==> src/rtl/mux2to1_rr.sv <==
// -----------------------------------------------------------------------------
// mux2to1_rr
//
// Merges two valid/ready input streams onto one registered output stream.
// It is the mirror image of a 1-to-2 stream demultiplexer. When both sources
// offer a beat in the same cycle, a round-robin arbiter picks the winner.
//
// The output stage is a single-entry register (EMPTY / FULL). It can accept a
// new beat in the same cycle that the sink drains the current one. This keeps
// throughput at one beat per clock while dout_ready stays high.
//
// Parameters
//   WIDTH       data width of both input streams and of the output stream
//
// Ports
//   clk         clock, all state updates on the rising edge
//   rst_n       asynchronous active-low reset
//   din0        data of source 0
//   valid0      source 0 offers din0
//   ready0      block accepts din0 this cycle
//   din1        data of source 1
//   valid1      source 1 offers din1
//   ready1      block accepts din1 this cycle
//   dout        merged output data (registered)
//   dout_valid  dout holds a beat
//   dout_sel    index of the source that produced the beat on dout
//   dout_ready  sink accepts dout this cycle
// -----------------------------------------------------------------------------
module mux2to1_rr #(
  parameter int WIDTH = 8
) (
  input  logic             clk,
  input  logic             rst_n,
  input  logic [WIDTH-1:0] din0,
  input  logic             valid0,
  output logic             ready0,
  input  logic [WIDTH-1:0] din1,
  input  logic             valid1,
  output logic             ready1,
  output logic [WIDTH-1:0] dout,
  output logic             dout_valid,
  output logic             dout_sel,
  input  logic             dout_ready
);

  typedef enum logic {
    ST_EMPTY = 1'b0,
    ST_FULL  = 1'b1
  } state_e;

  state_e           state_q, state_d;
  logic             last_q, last_d;     // source granted by the most recent input transfer
  logic [WIDTH-1:0] dout_q, dout_d;
  logic             sel_q, sel_d;

  logic             can_load;
  logic             grant0, grant1;
  logic             xfer0, xfer1;
  logic             in_xfer, out_xfer;

  // ---------------------------------------------------------------------------
  // Arbitration and handshake
  // ---------------------------------------------------------------------------

  // The register can take a new beat when it is empty. It can also take one
  // when its current beat leaves on this same edge.
  assign can_load = (state_q == ST_EMPTY) || dout_ready;

  // NOTE: every signal driven in always_comb gets a default first. Without it,
  // any path that skips an assignment would infer a latch.
  always_comb begin
    grant0 = 1'b0;
    grant1 = 1'b0;
    unique case ({valid1, valid0})
      2'b01:   grant0 = 1'b1;
      2'b10:   grant1 = 1'b1;
      // Under contention, the source that lost last time wins. last_q resets
      // to 1, so source 0 wins the first contention.
      2'b11: begin
        if (last_q) grant0 = 1'b1;
        else        grant1 = 1'b1;
      end
      default: ;
    endcase
  end

  // The grant is never one-hot on a source whose valid is low, so both readies
  // fall to 0 whenever nothing is offered. Reset gates the readies
  // combinationally. While rst_n is low the register reads EMPTY, and without
  // this gate the block would appear ready.
  assign ready0   = rst_n & can_load & grant0;
  assign ready1   = rst_n & can_load & grant1;

  assign xfer0    = valid0 & ready0;
  assign xfer1    = valid1 & ready1;
  assign in_xfer  = xfer0 | xfer1;
  assign out_xfer = (state_q == ST_FULL) & dout_ready;

  // ---------------------------------------------------------------------------
  // Next-state logic for the output register and the round-robin pointer
  // ---------------------------------------------------------------------------
  always_comb begin
    state_d = state_q;
    last_d  = last_q;
    dout_d  = dout_q;
    sel_d   = sel_q;

    if (in_xfer) begin
      // A load wins over a drain. If the old beat leaves on this same edge,
      // the new one takes its place with no bubble.
      state_d = ST_FULL;
      last_d  = xfer1;
      sel_d   = xfer1;
      dout_d  = xfer1 ? din1 : din0;
    end else if (out_xfer) begin
      // Drained with nothing to replace it. The data and the source index keep
      // their stale values. They are meaningless while dout_valid is low.
      state_d = ST_EMPTY;
    end
  end

  // ---------------------------------------------------------------------------
  // State registers
  // ---------------------------------------------------------------------------

  // NOTE: sequential state uses non-blocking assignments. Every flop then
  // samples values from before the edge, whatever order the blocks run in.
  // The asynchronous reset clears any held beat at once, with no clock edge.
  always_ff @(posedge clk or negedge rst_n) begin
    if (!rst_n) begin
      state_q <= ST_EMPTY;
      last_q  <= 1'b1;
      dout_q  <= '0;
      sel_q   <= 1'b0;
    end else begin
      state_q <= state_d;
      last_q  <= last_d;
      dout_q  <= dout_d;
      sel_q   <= sel_d;
    end
  end

  // ---------------------------------------------------------------------------
  // Outputs
  // ---------------------------------------------------------------------------
  assign dout       = dout_q;
  assign dout_sel   = sel_q;
  assign dout_valid = (state_q == ST_FULL);

endmodule

==> config.mk <==
export PLATFORM = sky130hd
export DESIGN_NAME = mux2to1_rr
export DESIGN_NICKNAME = d
export VERILOG_FILES = /design/src/rtl/mux2to1_rr.sv
export SDC_FILE = /design/constraint.sdc
export NUM_CORES = 1
export LEC_CHECK = 0
export CORE_AREA = 2 2 53 43
export CTS_CLUSTER_SIZE = 28
export DETAILED_ROUTE_END_ITERATION = 7
export DIE_AREA = 0 0 55 45
export HOLD_SLACK_MARGIN = 0.05
export PLACE_DENSITY = 0.81
export REMOVE_ABC_BUFFERS = 1
export SYNTH_ARGS = -nofsm -noshare
export SYNTH_HDL_FRONTEND = slang
export SYNTH_SLANG_ARGS = --single-unit
export TNS_END_PERCENT = 30
==> constraint.sdc <==
create_clock -name clk -period 1.35 [get_ports clk]
set_clock_uncertainty 0.05 [all_clocks]
set_input_delay 0.3375 -clock clk [delete_from_list [all_inputs] [get_ports clk]]
set_output_delay 0.3375 -clock clk [all_outputs]
set_load 0.05 [all_outputs]
==> impl_metrics.ini <==
[run_status]
status = finished, violations left
failed_checks = setup timing

[yosys]
yosys_warnings = 0
synth_edf_count = 0
async_reset_ff_frac = 1.00
ys.flop_type = dfrtp_1
synth_largest_area_cell = dfrtp_1
synth_common_cells = a31oi_1 (16), dfrtp_1 (10), nand4_1 (8), o31ai_1 (8), clkbuf_1 (4)
synth_top_family_by_area = compound AO/OA/AOI/OAI gates
synth.distinct_cells = 20
yosysTopAreaCellShare = 0.394
synth_adder_area_share = 0
ys_seq_elements = 11
synth_cells = 65
synth_compound_area_frac = 0.317
ys_seq_area_frac = 0.435
syn_avg_cell_area_um2 = 9.78
synth-simple-area-share = 0.152
yosysMostFrequentCell = a31oi_1
synthMuxAreaShare = 0
synthXorXnorAreaFrac = 0
synthTopCellsByArea = dfrtp_1 (39%), a31oi_1 (16%), o31ai_1 (9.4%), nand4_1 (7.9%), dfstp_2 (4.1%)
syn_area_um2 = 636

[clock_tree]
clkSlewWorstSetupHoldPaths_ps = 70
htree_levels = 1
worstSkewPairLatency_ps = 270
root_buffer = clkbuf_4
cts_tree = yes
cts_sinks = 11
clk_path_buf_depth = 2
numCtsBuffers = 3
cts_hold_buf = 0

[routing]
routed_wl_um = 2170
num_vias = 758
drt_pass1_iterations = 4
dr.first_iter.drc_count = 23
vias_per_cell = 5.66
drc = 0
ant_nets = 0
avgRoutedWirePerCell_um = 16.2

[sta]
rsz0062_at_grt = true
setup_viol = 5
holdWs_ps = 174
max_clock_freq_mhz = 603
slew_headroom = 0.826
period_share = 1.23
fin_ws_ps = -309
fin_tns_setup_ps = -725
min_period_ps = 1660
slew_viol_final = 0
worstMarginPinSlew_ps = 261
finalHoldViolations = 0

[layout]
antenna_cells = 0
multi_input_area_um2 = 337
nets = 132
nFillCells = 138
final_cell_area_um2 = 1270
area_growth_pct = 100
drive_gt1_frac = 0.373
regArea_um2 = 277

[placement]
dpl_cell_area_um2 = 1150
port_buffers = 32
gp_congestion = 0.752
post-place-ws_ps = -530

[worst_setup_path]
timing.rr.start = last_q
crit_fanout = 4
ff2ff_setup_slack_ps = -40
path_class = input pin to output port
end_kind = output port
start_kind = input pin
cp-endpoint = ready1
cp_data_arrival_time_ps = 1270
r2r_cells = 6
crit_required_ps = 960
r2r-end = dout_sel
cp-startpoint = valid0

[floorplanning]
rows = 14
initial_core_util = 0.330
die_area_um2 = 2480
die_height_um = 45
num_io_pins = 33
fp.dieW_um = 55
coreArea_um2 = 1930

[run]
drv_cap = 0

[global_route]
antenna_found_initial = 0
grt_pass1_wl_um = 3350
grt_pass1_vias = 734
overflow = 0
grt_max_degree = 27
grt_usage = 0.191

[power_and_ir_drop]
power.density_nw_per_um2 = 1220
peakVddDrop_v = 0.000867
leakagePower_nw = 0.537
p_total_mw = 1.54

[hold_path]
hold_class = input pin to asynchronous set/reset pin
## stage by stage
step                       util  cells
after detailed placement  0.595    125
after global routing      0.660    134
after global placement    0.595    125
after CTS                 0.644    133
after floorplan               -     57
final                     0.660    134
## cell type report
class / count / area share
Clock buffer: 4 / 0.0207
Multi-Input combinational cell: 43 / 0.265
Timing Repair Buffer: 49 / 0.465
Sequential cell: 11 / 0.218
Inverter: 3 / 0.00886
Tap cell: 24 / 0.0236
## how the worst min path moves through the flow
stage | start | to | cells after the start
floorplan | rst_n | dout[0] | 0
global placement | dout_sel | dout_sel | 1
detailed placement | dout_sel | dout_sel | 1
CTS | rst_n | dout_sel | 2
global route | rst_n | dout_sel | 2
finish | rst_n | dout_sel | 2
## kinds of logic after synthesis
logic type	Yosys count
DFF	11
and+or+nand+nor	14
AOI/OAI and AO/OA	29
buffers and inverters	11
## placed cells by master (no fill, tap or decap), drive strengths merged
| cell type | count |
|---|---|
| buf | 29 |
| a31oi | 16 |
| clkdlybuf4s50 | 16 |
| dfrtp | 10 |
| o31ai | 8 |
| nand4 | 8 |
| dlygate4sd2 | 4 |
| clkbuf | 4 |
| inv | 3 |
| a21o | 2 |
| or2 | 2 |
| nor2b | 1 |
| a21bo | 1 |
| nor3 | 1 |
| nand2b | 1 |
| o2111ai | 1 |
| and3 | 1 |
| a21boi | 1 |
| dfstp | 1 |
## power by group
part           leakage, nW  switching, mW  internal [mW]
Clock               0.0150          0.114          0.114
Sequential           0.123         0.0719          0.401
Combinational        0.400          0.407          0.436
## registers in the layout, indices dropped and copies added, names as in the netlist
name        count
dout            8
dout_sel        1
dout_valid      1
last_q          1
## worst max-delay path, stage by stage
cell	delay, ps
dlygate4sd2_1	300
a21bo_4	240
nor3_2	110
buf_4	150
buf_12	130
## layer usage
metal	share of wire	vias up	GRT usage
met5	0	-	0
met4	0.0042	0	0.0390
met3	0.11	2	0.0728
met2	0.50	45	0.312
met1	0.39	359	0.242
li1	-	352	-
## repair_timing
item	CTS	global route
gates resized for setup	13	6
buffers inserted	4	2
endpoints found under the setup margin	11	13
pin swaps	4	10
hold endpoints to repair	0	0
(Power assumes the default switching activity.)
